<file path="src/rtl/rtc_bus_sequencer.sv">
// Walks the nine RTC time/timer registers over the multiplexed address/data bus.
// A read commits a coherent snapshot at completion; a write sends a latched copy.
module rtc_bus_sequencer #(
  parameter int unsigned T_PHASE = 8
) (
  input  logic       clk,
  input  logic       reset,
  input  logic       start_rd,
  input  logic       start_wr,
  input  logic [7:0] ano,
  input  logic [7:0] mes,
  input  logic [7:0] dia,
  input  logic [7:0] horas,
  input  logic [7:0] minutos,
  input  logic [7:0] segundos,
  input  logic [7:0] ht,
  input  logic [7:0] mt,
  input  logic [7:0] st,
  output logic [7:0] anole,
  output logic [7:0] mesle,
  output logic [7:0] diale,
  output logic [7:0] horasle,
  output logic [7:0] minutosle,
  output logic [7:0] segundosle,
  output logic [7:0] htle,
  output logic [7:0] mtle,
  output logic [7:0] stle,
  output logic       Listo_es,
  output logic       busy,
  input  logic [7:0] ad_in,
  output logic [7:0] ad_out,
  output logic       ad_oe,
  output logic       cs_n,
  output logic       rd_n,
  output logic       wr_n,
  output logic       ad_sel
);

  typedef enum logic [2:0] {
    StIdle, StAddrAssert, StAddrHold, StDataAssert, StDataHold, StGap, StDone
  } state_e;

  localparam logic [7:0] PhaseMax = 8'(T_PHASE - 1);

  state_e     state_q, state_d;
  logic [7:0] phase_q, phase_d;
  logic [3:0] index_q, index_d;
  logic       mode_wr_q, mode_wr_d;
  logic       req_q, req_d;
  logic [7:0] snap_q [9];
  logic [7:0] snap_d [9];
  logic [7:0] shadow_q [9];
  logic [7:0] shadow_d [9];
  logic [7:0] rdata_q [9];
  logic [7:0] rdata_d [9];

  logic       cs_n_q, cs_n_d, rd_n_q, rd_n_d, wr_n_q, wr_n_d;
  logic       ad_oe_q, ad_oe_d, ad_sel_q, ad_sel_d;
  logic [7:0] ad_out_q, ad_out_d;
  logic       listo_q, listo_d, busy_q, busy_d;
  logic       phase_last;

  function automatic logic [7:0] reg_addr(input logic [3:0] idx);
    case (idx)
      4'd0:    reg_addr = 8'h26;
      4'd1:    reg_addr = 8'h25;
      4'd2:    reg_addr = 8'h24;
      4'd3:    reg_addr = 8'h23;
      4'd4:    reg_addr = 8'h22;
      4'd5:    reg_addr = 8'h21;
      4'd6:    reg_addr = 8'h43;
      4'd7:    reg_addr = 8'h42;
      4'd8:    reg_addr = 8'h41;
      default: reg_addr = 8'h00;
    endcase
  endfunction

  always_comb begin
    state_d    = state_q;
    phase_d    = phase_q;
    index_d    = index_q;
    mode_wr_d  = mode_wr_q;
    req_d      = req_q;
    snap_d     = snap_q;
    shadow_d   = shadow_q;
    rdata_d    = rdata_q;
    phase_last = (phase_q == PhaseMax);

    // Bus outputs are registered from the next state, so the bus tracks state_q exactly.
    unique case (state_q)
      StIdle: begin
        if (req_q) begin
          req_d   = 1'b0;
          phase_d = 8'd0;
          state_d = StAddrAssert;
        end else if (start_wr || start_rd) begin
          req_d     = 1'b1;
          mode_wr_d = start_wr;
          index_d   = 4'd0;
          if (start_wr) snap_d = '{ano, mes, dia, horas, minutos, segundos, ht, mt, st};
        end
      end
      StAddrAssert, StAddrHold, StDataAssert, StDataHold, StGap: begin
        if (!phase_last) begin
          phase_d = phase_q + 8'd1;
        end else begin
          phase_d = 8'd0;
          unique case (state_q)
            StAddrAssert: state_d = StAddrHold;
            StAddrHold:   state_d = StDataAssert;
            StDataAssert: begin
              state_d = StDataHold;
              if (!mode_wr_q) shadow_d[index_q] = ad_in;
            end
            StDataHold:   state_d = StGap;
            default: begin
              if (index_q == 4'd8) begin
                state_d = StDone;
                if (!mode_wr_q) rdata_d = shadow_q;
              end else begin
                index_d = index_q + 4'd1;
                state_d = StAddrAssert;
              end
            end
          endcase
        end
      end
      StDone:  state_d = StIdle;
      default: state_d = StIdle;
    endcase

    cs_n_d   = 1'b1;
    rd_n_d   = 1'b1;
    wr_n_d   = 1'b1;
    ad_oe_d  = 1'b0;
    ad_sel_d = 1'b0;
    ad_out_d = 8'h00;
    listo_d  = 1'b0;
    busy_d   = req_d || (state_d != StIdle);

    unique case (state_d)
      StAddrAssert, StAddrHold: begin
        cs_n_d   = 1'b0;
        ad_oe_d  = 1'b1;
        ad_out_d = reg_addr(index_d);
        wr_n_d   = (state_d != StAddrAssert);
      end
      StDataAssert, StDataHold: begin
        cs_n_d   = 1'b0;
        ad_sel_d = 1'b1;
        if (mode_wr_d) begin
          ad_oe_d  = 1'b1;
          ad_out_d = snap_d[index_d];
          wr_n_d   = (state_d != StDataAssert);
        end else begin
          rd_n_d   = (state_d != StDataAssert);
        end
      end
      StDone:  listo_d = 1'b1;
      default: ;
    endcase
  end

  always_ff @(posedge clk) begin
    if (reset) begin
      state_q   <= StIdle;
      phase_q   <= 8'd0;
      index_q   <= 4'd0;
      mode_wr_q <= 1'b0;
      req_q     <= 1'b0;
      for (int i = 0; i < 9; i++) begin
        snap_q[i]   <= 8'h00;
        shadow_q[i] <= 8'h00;
        rdata_q[i]  <= 8'h00;
      end
      cs_n_q   <= 1'b1;
      rd_n_q   <= 1'b1;
      wr_n_q   <= 1'b1;
      ad_oe_q  <= 1'b0;
      ad_sel_q <= 1'b0;
      ad_out_q <= 8'h00;
      listo_q  <= 1'b0;
      busy_q   <= 1'b0;
    end else begin
      state_q   <= state_d;
      phase_q   <= phase_d;
      index_q   <= index_d;
      mode_wr_q <= mode_wr_d;
      req_q     <= req_d;
      snap_q    <= snap_d;
      shadow_q  <= shadow_d;
      rdata_q   <= rdata_d;
      cs_n_q    <= cs_n_d;
      rd_n_q    <= rd_n_d;
      wr_n_q    <= wr_n_d;
      ad_oe_q   <= ad_oe_d;
      ad_sel_q  <= ad_sel_d;
      ad_out_q  <= ad_out_d;
      listo_q   <= listo_d;
      busy_q    <= busy_d;
    end
  end

  assign cs_n       = cs_n_q;
  assign rd_n       = rd_n_q;
  assign wr_n       = wr_n_q;
  assign ad_oe      = ad_oe_q;
  assign ad_sel     = ad_sel_q;
  assign ad_out     = ad_out_q;
  assign Listo_es   = listo_q;
  assign busy       = busy_q;
  assign anole      = rdata_q[0];
  assign mesle      = rdata_q[1];
  assign diale      = rdata_q[2];
  assign horasle    = rdata_q[3];
  assign minutosle  = rdata_q[4];
  assign segundosle = rdata_q[5];
  assign htle       = rdata_q[6];
  assign mtle       = rdata_q[7];
  assign stle       = rdata_q[8];

endmodule

</file>
<file path="config.mk">
export PLATFORM = sky130hd
export DESIGN_NAME = rtc_bus_sequencer
export DESIGN_NICKNAME = d
export VERILOG_FILES = /design/src/rtl/rtc_bus_sequencer.sv
export SDC_FILE = /design/constraint.sdc
export NUM_CORES = 1
export LEC_CHECK = 0
export BUFFER_PORTS_ARGS = -buffer_cell sky130_fd_sc_hd__buf_2
export CAP_MARGIN = 20
export CORE_MARGIN = 4
export CORE_UTILIZATION = 35
export CTS_BUF_LIST = sky130_fd_sc_hd__clkbuf_4
export CTS_CLUSTER_DIAMETER = 50
export DETAILED_ROUTE_END_ITERATION = 10
export PLACE_DENSITY = 0.56
export SETUP_SLACK_MARGIN = 0.2
export SYNTH_ARGS = -nofsm -noshare
export SYNTH_HDL_FRONTEND = slang
export SYNTH_SLANG_ARGS = --single-unit
</file>
<file path="constraint.sdc">
create_clock -name clk -period 5.57 [get_ports clk]
set_input_delay 0.557 -clock clk [delete_from_list [all_inputs] [get_ports clk]]
set_output_delay 0.557 -clock clk [all_outputs]
set_load 0.05 [all_outputs]
</file>
==> parameters.txt, run 1 <==
Parameter                              Value

Worst setup path
  Data required time of the worst path    just over 6 ns
  Worst setup path startpoint    state_q[2]
  Slowest cell on the critical path    sky130_fd_sc_hd__and2_4
  Data arrival at the endpoint of the critical path    between 3 and 4 ns
  Worst-path maximum fanout    46
  Critical Path Start Type    register
  Kind of end point of the critical path    register
  Category of the most critical setup path    register to register
  Delay of the slowest cell on the worst path    0.68 ns
  Cell-by-cell listing of the critical path    nor4_2 -> and2_4 -> buf_4 -> mux2i_1 -> nand2_1 -> a2111oi_2 -> nor4_1 -> o21a_1
  Worst reg2reg path startpoint    state_q[2]

Layout
  Filler cell count in the final layout    2913
  P&R area growth vs syn    18.7%
  Number of nets in the layout    between 1k and 1.5k
  Area used by sequential logic in the layout    a little under 5000 um^2
  Fraction of final layout cells sized beyond drive strength 1    0.245
  Multi-input combinational cell area    4720 um^2
  Top flop regs    shadow_q: 72 flops, snap_q: 72 flops

Routing
  DR vias/cell    4.82
  Wire length per cell after detailed routing    between 15 and 20 um
  Count of antenna-violating nets left after detailed routing    0
  DRC marker count from the first detailed-route iteration    around 650
  Overall routed net length    between 20000 and 30000 um
  Total number of vias    ~8.7k
  First-pass DRT Iterations    5
  Total length of routed met3 wires    ~2000 um
  Post-Route M1 WL    roughly 13000 um
  Highest routed layer    met5
  Residual DRC count    0
  Met2 routed wirelength    approximately 12000 um

Yosys
  Commonest cells in the netlist    sky130_fd_sc_hd__nand2_1, sky130_fd_sc_hd__dfxtp_1, sky130_fd_sc_hd__a21oi_1
  Yosys warning count    0
  Sequential cell area fraction in the yosys report    0.490
  Number of different library cells in the post-synthesis netlist    63
  Most used flip-flop cell after synthesis    sky130_fd_sc_hd__dfxtp_1
  Async set or reset register ratio after synthesis    0
  Main area contributors after synthesis    sky130_fd_sc_hd__dfxtp_1, sky130_fd_sc_hd__nand2_1, sky130_fd_sc_hd__a21oi_1
  Net count after synthesis    1302
  Total standard cell area after synthesis    slightly above 10000 um^2
  Share of the synthesized area in the top cell type    0.490
  Number of enable-type register cells in the synthesized netlist    0
  Synthesized area divided by synthesized cell count    roughly 8.4 um^2
  Most repeated cell in the gate-level netlist after synthesis    sky130_fd_sc_hd__nand2_1
  Synthesized netlist cell count    ~1.2k
  Biggest area consumer among synthesized cells    sky130_fd_sc_hd__dfxtp_1
  Flop and latch count out of synthesis    between 200 and 250

CTS
  CTS H-tree depth    3
  Number of cells upsized or downsized after cts    0
  Library cell used as clock root buffer    sky130_fd_sc_hd__clkbuf_4
  CTS sink count    around 250
  Max clock buf depth    3
  Clock slew seen by the registers of the worst setup and hold paths    0.07 ns
  Hold buffers post-CTS    0
  TritonCTS clock tree    done
  Source-to-sink clock delay at the later pin of the worst-skew pair    approximately 0.65 ns
  Post-CTS Setup Bufs    0
  Cts bufs inserted    70

Timing
  Part of the cycle the worst path needs    0.608
  Final count of hold timing violations    0
  Unrepaired setup endpoints after global routing    false
  Max-slew violation count    0
  Final-report setup violation count    0
  Headroom to the max-slew limit    0.302
  Worst hold-check slack    roughly 0.16 ns
  Timing-limited maximum frequency    approximately 300 MHz
  Setup Total Neg Slack    0 ns
  Post-route minimum period    3.39 ns
  Transition time at the pin with the least slew margin    approximately 1.0 ns
  Largest clock skew in the final design    0.0293 ns

Floorplan
  Starting density of the core    0.354
  Die span in y    between 150 and 200 um
  Top-level port count    about 170
  Placeable core area    around 29000 um^2
  Die outline width    178 um
  Floorplan die area    ~32000 um^2
  # rows    62

Global route
  Antenna violations before repair    3
  Global-route wire length before repair    about 43000 um
  Pin count of the biggest net entering global routing    97
  Grt total ovfl    0
  Global-route total usage across every layer    0.168
  Via count of the first global-routing pass    ~8.6k

Pwr
  LEAKAGE    4.76 nW
  Power density relative to cell area    approximately 320 nW/um^2
  Peak ir drop on the vdd network    149 uV
  Total chip power    3.83 mW

Hold path
  Classification of the worst-slack hold path    input port to register
  Origin of the worst min-delay path    segundos[0]

Place
  Placer Congestion    slightly below 0.8
  Total of buffers placed on input and output ports    170
  Detail Placement HPWL    approximately 18000 um

Outcome
  Result of the run    finished clean

Job
  Number of max-capacitance violations reported    0
## layout by cell type (no fill, tap or decap), types with 2 or more instances in the layout
cell,count
sky130_fd_sc_hd__nand2_1,371
sky130_fd_sc_hd__dfxtp_1,248
sky130_fd_sc_hd__buf_2,169
sky130_fd_sc_hd__a21oi_1,142
sky130_fd_sc_hd__clkbuf_4,102
sky130_fd_sc_hd__nor2_1,101
sky130_fd_sc_hd__mux2i_1,67
sky130_fd_sc_hd__a21oi_2,40
sky130_fd_sc_hd__nand3_1,22
sky130_fd_sc_hd__nor3_1,10
sky130_fd_sc_hd__o21ai_0,10
sky130_fd_sc_hd__clkinv_1,9
sky130_fd_sc_hd__and2_1,8
sky130_fd_sc_hd__and3_1,8
sky130_fd_sc_hd__ha_1,8
sky130_fd_sc_hd__buf_4,8
sky130_fd_sc_hd__a311oi_1,7
sky130_fd_sc_hd__inv_1,6
sky130_fd_sc_hd__or3_1,5
sky130_fd_sc_hd__xor2_1,5
sky130_fd_sc_hd__nand2b_1,5
sky130_fd_sc_hd__nand4_1,4
sky130_fd_sc_hd__nor4_2,3
sky130_fd_sc_hd__and3b_1,3
sky130_fd_sc_hd__inv_2,3
sky130_fd_sc_hd__nor4_1,3
sky130_fd_sc_hd__bufinv_16,3
sky130_fd_sc_hd__diode_2,2
sky130_fd_sc_hd__o21a_1,2
sky130_fd_sc_hd__nor2b_1,2
sky130_fd_sc_hd__mux2i_4,2
sky130_fd_sc_hd__o21ai_1,2
sky130_fd_sc_hd__nor4_4,2
sky130_fd_sc_hd__xnor2_1,2
sky130_fd_sc_hd__a211oi_1,2
sky130_fd_sc_hd__a2bb2oi_1,2
sky130_fd_sc_hd__o21bai_1,2
sky130_fd_sc_hd__a2111oi_2,2
sky130_fd_sc_hd__o32ai_1,2
sky130_fd_sc_hd__a221o_1,2
## report_power, final
part	leakage, nW	switching (mW)	internal (mW)	total [mW]
registers	2.01	0.0163	1.82	1.84
clock network	0.539	0.748	0.975	1.72
logic	2.21	0.173	0.0984	0.271
## area by class of cell
cell class | instances | area share
clock inverters | 16 | 0.0123
multi-input cells | 872 | 0.392
flip-flops and latches | 248 | 0.413
repair buffers | 178 | 0.0765
well taps | 384 | 0.0400
inverters | 7 | 0.00218
diodes | 2 | 0.000416
clock buffers | 102 | 0.0637
## worst max-delay path, delay by kind of cell, from the launching register on
family | cells | cell delay (ns)
flops | 1 | 0.51
compound gates | 2 | 0.50
simple gates | 4 | 1.39
mux | 1 | 0.28
buf+inv | 1 | 0.53
## layer usage
layer  vias up  global-route usage
li1       4427                   -
met1      3983               0.223
met2       260               0.258
met3        45              0.0475
met4         2              0.0661
met5         -                   0
## stage by stage
step / area [um^2] / cells / worst slack, ns / util
6_report: 12000 / 1809 / 2.18 / 0.420
5_1_grt: 12000 / 1809 / 1.90 / 0.420
4_1_cts: 12000 / 1807 / 2.18 / 0.420
3_5_place_dp: 11100 / 1689 / 2.21 / 0.388
3_3_place_gp: 11100 / 1689 / 2.31 / 0.388
2_1_floorplan: 10100 / 1210 / 2.86 / -
## kinds of logic (layout without fill, tap and decap cells)
family,count (synthesis),after routing,share of synthesized area
buf+inv,90,303,0.0459
other cells,0,2,0
flops,248,248,0.490
simple gates,558,558,0.234
compound gates,227,227,0.141
fa+ha+maj,8,8,0.00988
mux,72,72,0.0734
xor+xnor,7,7,0.00605
## final timing paths
kind / endpoint / slack [ns] / cells after the start
setup / recovery: ad_out[2] / 2.18 / 8
hold / removal: snap_q[24] / 0.16 / 3
setup reg to reg: ad_out[2] / 2.18 / 8
hold reg to reg: segundosle[4] / 0.45 / 2
Power figures use the tool's default switching activity.
==> run 2, diff against run 1 <==
PLACE_DENSITY = 0.58   (was 0.56)
clock period = 2.97 ns   (was 5.57 ns; I/O delays follow)
==> parameters.txt, run 2 (synthesis gave the netlist of run 1 again) <==
Parameter                              Value

Pwr
  Peak ir drop on the vdd network    approximately 390 uV
  Power density relative to cell area    555 nW/um^2
  LEAKAGE    between 5 and 6 nW

Timing
  Part of the cycle the worst path needs    0.889
  Timing-limited maximum frequency    roughly 380 MHz
  Max-slew violation count    0
  Final-report setup violation count    0
  Final WS setup    about 0.33 ns
  Largest clock skew in the final design    about 0.048 ns
  Transition time at the pin with the least slew margin    1.08 ns
  Headroom to the max-slew limit    0.283
  Post-route minimum period    about 2.6 ns
  Unrepaired setup endpoints after global routing    true
  Setup Total Neg Slack    0 ns
  Final count of hold timing violations    0

Layout
  Most frequent cells in the layout    sky130_fd_sc_hd__nand2_1, sky130_fd_sc_hd__dfxtp_1, sky130_fd_sc_hd__buf_2
  Filler cell count in the final layout    about 2.8k
  Most common cell after layout, fill and taps aside    sky130_fd_sc_hd__nand2_1
  P&R area growth vs syn    28.8%
  Number of nets in the layout    around 1.6k
  Post-route insts no fill    around 1.9k
  Post-route core utilization    0.456
  Fraction of final layout cells sized beyond drive strength 1    0.246
  Top flop regs    shadow_q: 72 flops, snap_q: 72 flops
  Final Instance Area    roughly 13000 um^2

Worst setup path
  Worst-path maximum fanout    15
  Largest delay share family, worst path    compound AO/OA/AOI/OAI gates
  Register-to-Register Path Depth    9
  Category of the most critical setup path    register to register
  Data required time of the worst path    between 3 and 4 ns
  Critical R2R Capture    ad_out[1]
  Worst reg2reg path startpoint    state_q[0]
  Kind of end point of the critical path    register
  Slowest cell on the critical path    sky130_fd_sc_hd__or4_1
  Delay of the slowest cell on the worst path    0.60 ns
  Critical Path Start Type    register
  Setup slack, reg-to-reg    between 0.3 and 0.4 ns
  Buffers and inverters on the worst path    1
  Data arrival at the endpoint of the critical path    between 3 and 4 ns
  Cell-by-cell listing of the critical path    or4_1 -> o21ai_1 -> mux2i_4 -> buf_4 -> ha_1 -> nor3_1 -> a311o_1 -> a21oi_1 -> a2111oi_2

Outcome
  Result of the run    finished clean

Routing
  Residual DRC count    0
  Total number of vias    a little over 9k
  First-pass DRT Iterations    5
  DR vias/cell    4.77
  DRC marker count from the first detailed-route iteration    around 530
  Overall routed net length    around 28000 um
  Wire length per cell after detailed routing    14.8 um
  Count of antenna-violating nets left after detailed routing    0

Hold path
  Hold path cells    3
  Classification of the worst-slack hold path    input port to register
  Origin of the worst min-delay path    start_wr
  Hold Crit Endpoint    req_q

Place
  Count of placed standard cells including taps    around 1.7k
  Total of buffers placed on input and output ports    170
  Worst Setup Slack post-DPL    between 0.2 and 0.25 ns
  Standard cell area after detailed placement    11300 um^2
  Detail Placement HPWL    18300 um
  Placer Congestion    0.801

Floorplan
  Top-level port count    ~170
  Die outline width    178 um
  Starting density of the core    0.354
  Floorplan die area    approximately 32000 um^2
  # rows    62
  Die span in y    about 180 um
  Placeable core area    between 20000 and 30000 um^2

Global route
  Global-route wire length before repair    around 46000 um
  Via count of the first global-routing pass    ~9k
  Global-route total usage across every layer    0.177
  Antenna violations before repair    5
  Pin count of the biggest net entering global routing    96
  Grt total ovfl    0

Job
  Number of max-capacitance violations reported    0

CTS
  Library cell used as clock root buffer    sky130_fd_sc_hd__clkbuf_4
  CTS H-tree depth    3
  Clock slew seen by the registers of the worst setup and hold paths    approximately 0.06 ns
  Post-CTS Setup Bufs    0
  Max clock buf depth    3
  CTS sink count    roughly 250
  Cts bufs inserted    70
  TritonCTS clock tree    done
  Source-to-sink clock delay at the later pin of the worst-skew pair    0.68 ns
[run 2: changes by cell type in the layout (fill, tap and decap cells not counted), sizes merged]
cell / change
diode: +1
clkbuf: +3
inv: +1
bufinv: -2
dlygate4sd3: +81
buf: +18
clkinv: +4
[run 2: layer usage]
layer,part of all wire,routed length [um],GRT usage,up-vias
met3,0.061,1720,0.0426,54
met5,0.00049,14,0,-
li1,-,-,-,4621
met2,0.47,13400,0.293,262
met4,0.019,546,0.0596,4
met1,0.45,12700,0.226,4201
[run 2: cell type report]
type | count | area (um^2) | share of cell area
flip-flops and latches | 248 | 4970 | 0.380
diodes | 3 | 7.51 | 0.000575
repair buffers | 277 | 1930 | 0.148
multi-input cells | 872 | 4730 | 0.362
clock inverters | 19 | 120 | 0.00920
inverters | 7 | 26.3 | 0.00201
well taps | 384 | 480 | 0.0368
clock buffers | 105 | 788 | 0.0604
[run 2: repair_timing]
item	in CTS	in global routing
setup endpoints to repair	0	9
hold buffers	81	0
gates resized for setup	0	5
endpoints found under the hold margin	117	0
[run 2: worst reg2reg max path: stages (launching register included)]
cell and delay (ns):
sky130_fd_sc_hd__dfxtp_1 0.37, sky130_fd_sc_hd__or4_1 0.60, sky130_fd_sc_hd__o21ai_1 0.26, sky130_fd_sc_hd__mux2i_4 0.11, sky130_fd_sc_hd__buf_4 0.23, sky130_fd_sc_hd__ha_1 0.22, sky130_fd_sc_hd__nor3_1 0.18, sky130_fd_sc_hd__a311o_1 0.14
sky130_fd_sc_hd__a21oi_1 0.09, sky130_fd_sc_hd__a2111oi_2 0.34
[run 2: worst max path at each step]
stage	start	cells after the start	slack [ns]	end
6_report	state_q[0]	9	0.33	ad_out[1]
5_1_grt	index_q[1]	11	0.20	ad_out[1]
4_1_cts	index_q[0]	11	0.25	ad_out[1]
3_5_place_dp	index_q[0]	11	0.22	ad_out[1]
3_3_place_gp	index_q[0]	11	0.34	ad_out[7]
2_1_floorplan	index_q[0]	12	0.26	ad_out[1]
[run 2: power by group]
part	internal, mW	leakage (nW)	switching [mW]
logic	0.273	2.66	0.353
registers	3.41	2.01	0.0310
clock network	1.72	0.542	1.46
[run 2: stage by stage]
| stage | hold slack (ns) | power [mW] |
|---|---|---|
| detailed placement | 0.442 | 4.05 |
| CTS | 0.0433 | 7.33 |
| finish | 0.0930 | 7.24 |
| global placement | 0.436 | 4.05 |
| global route | 0.102 | 7.57 |
| floorplan | 0.432 | 3.88 |
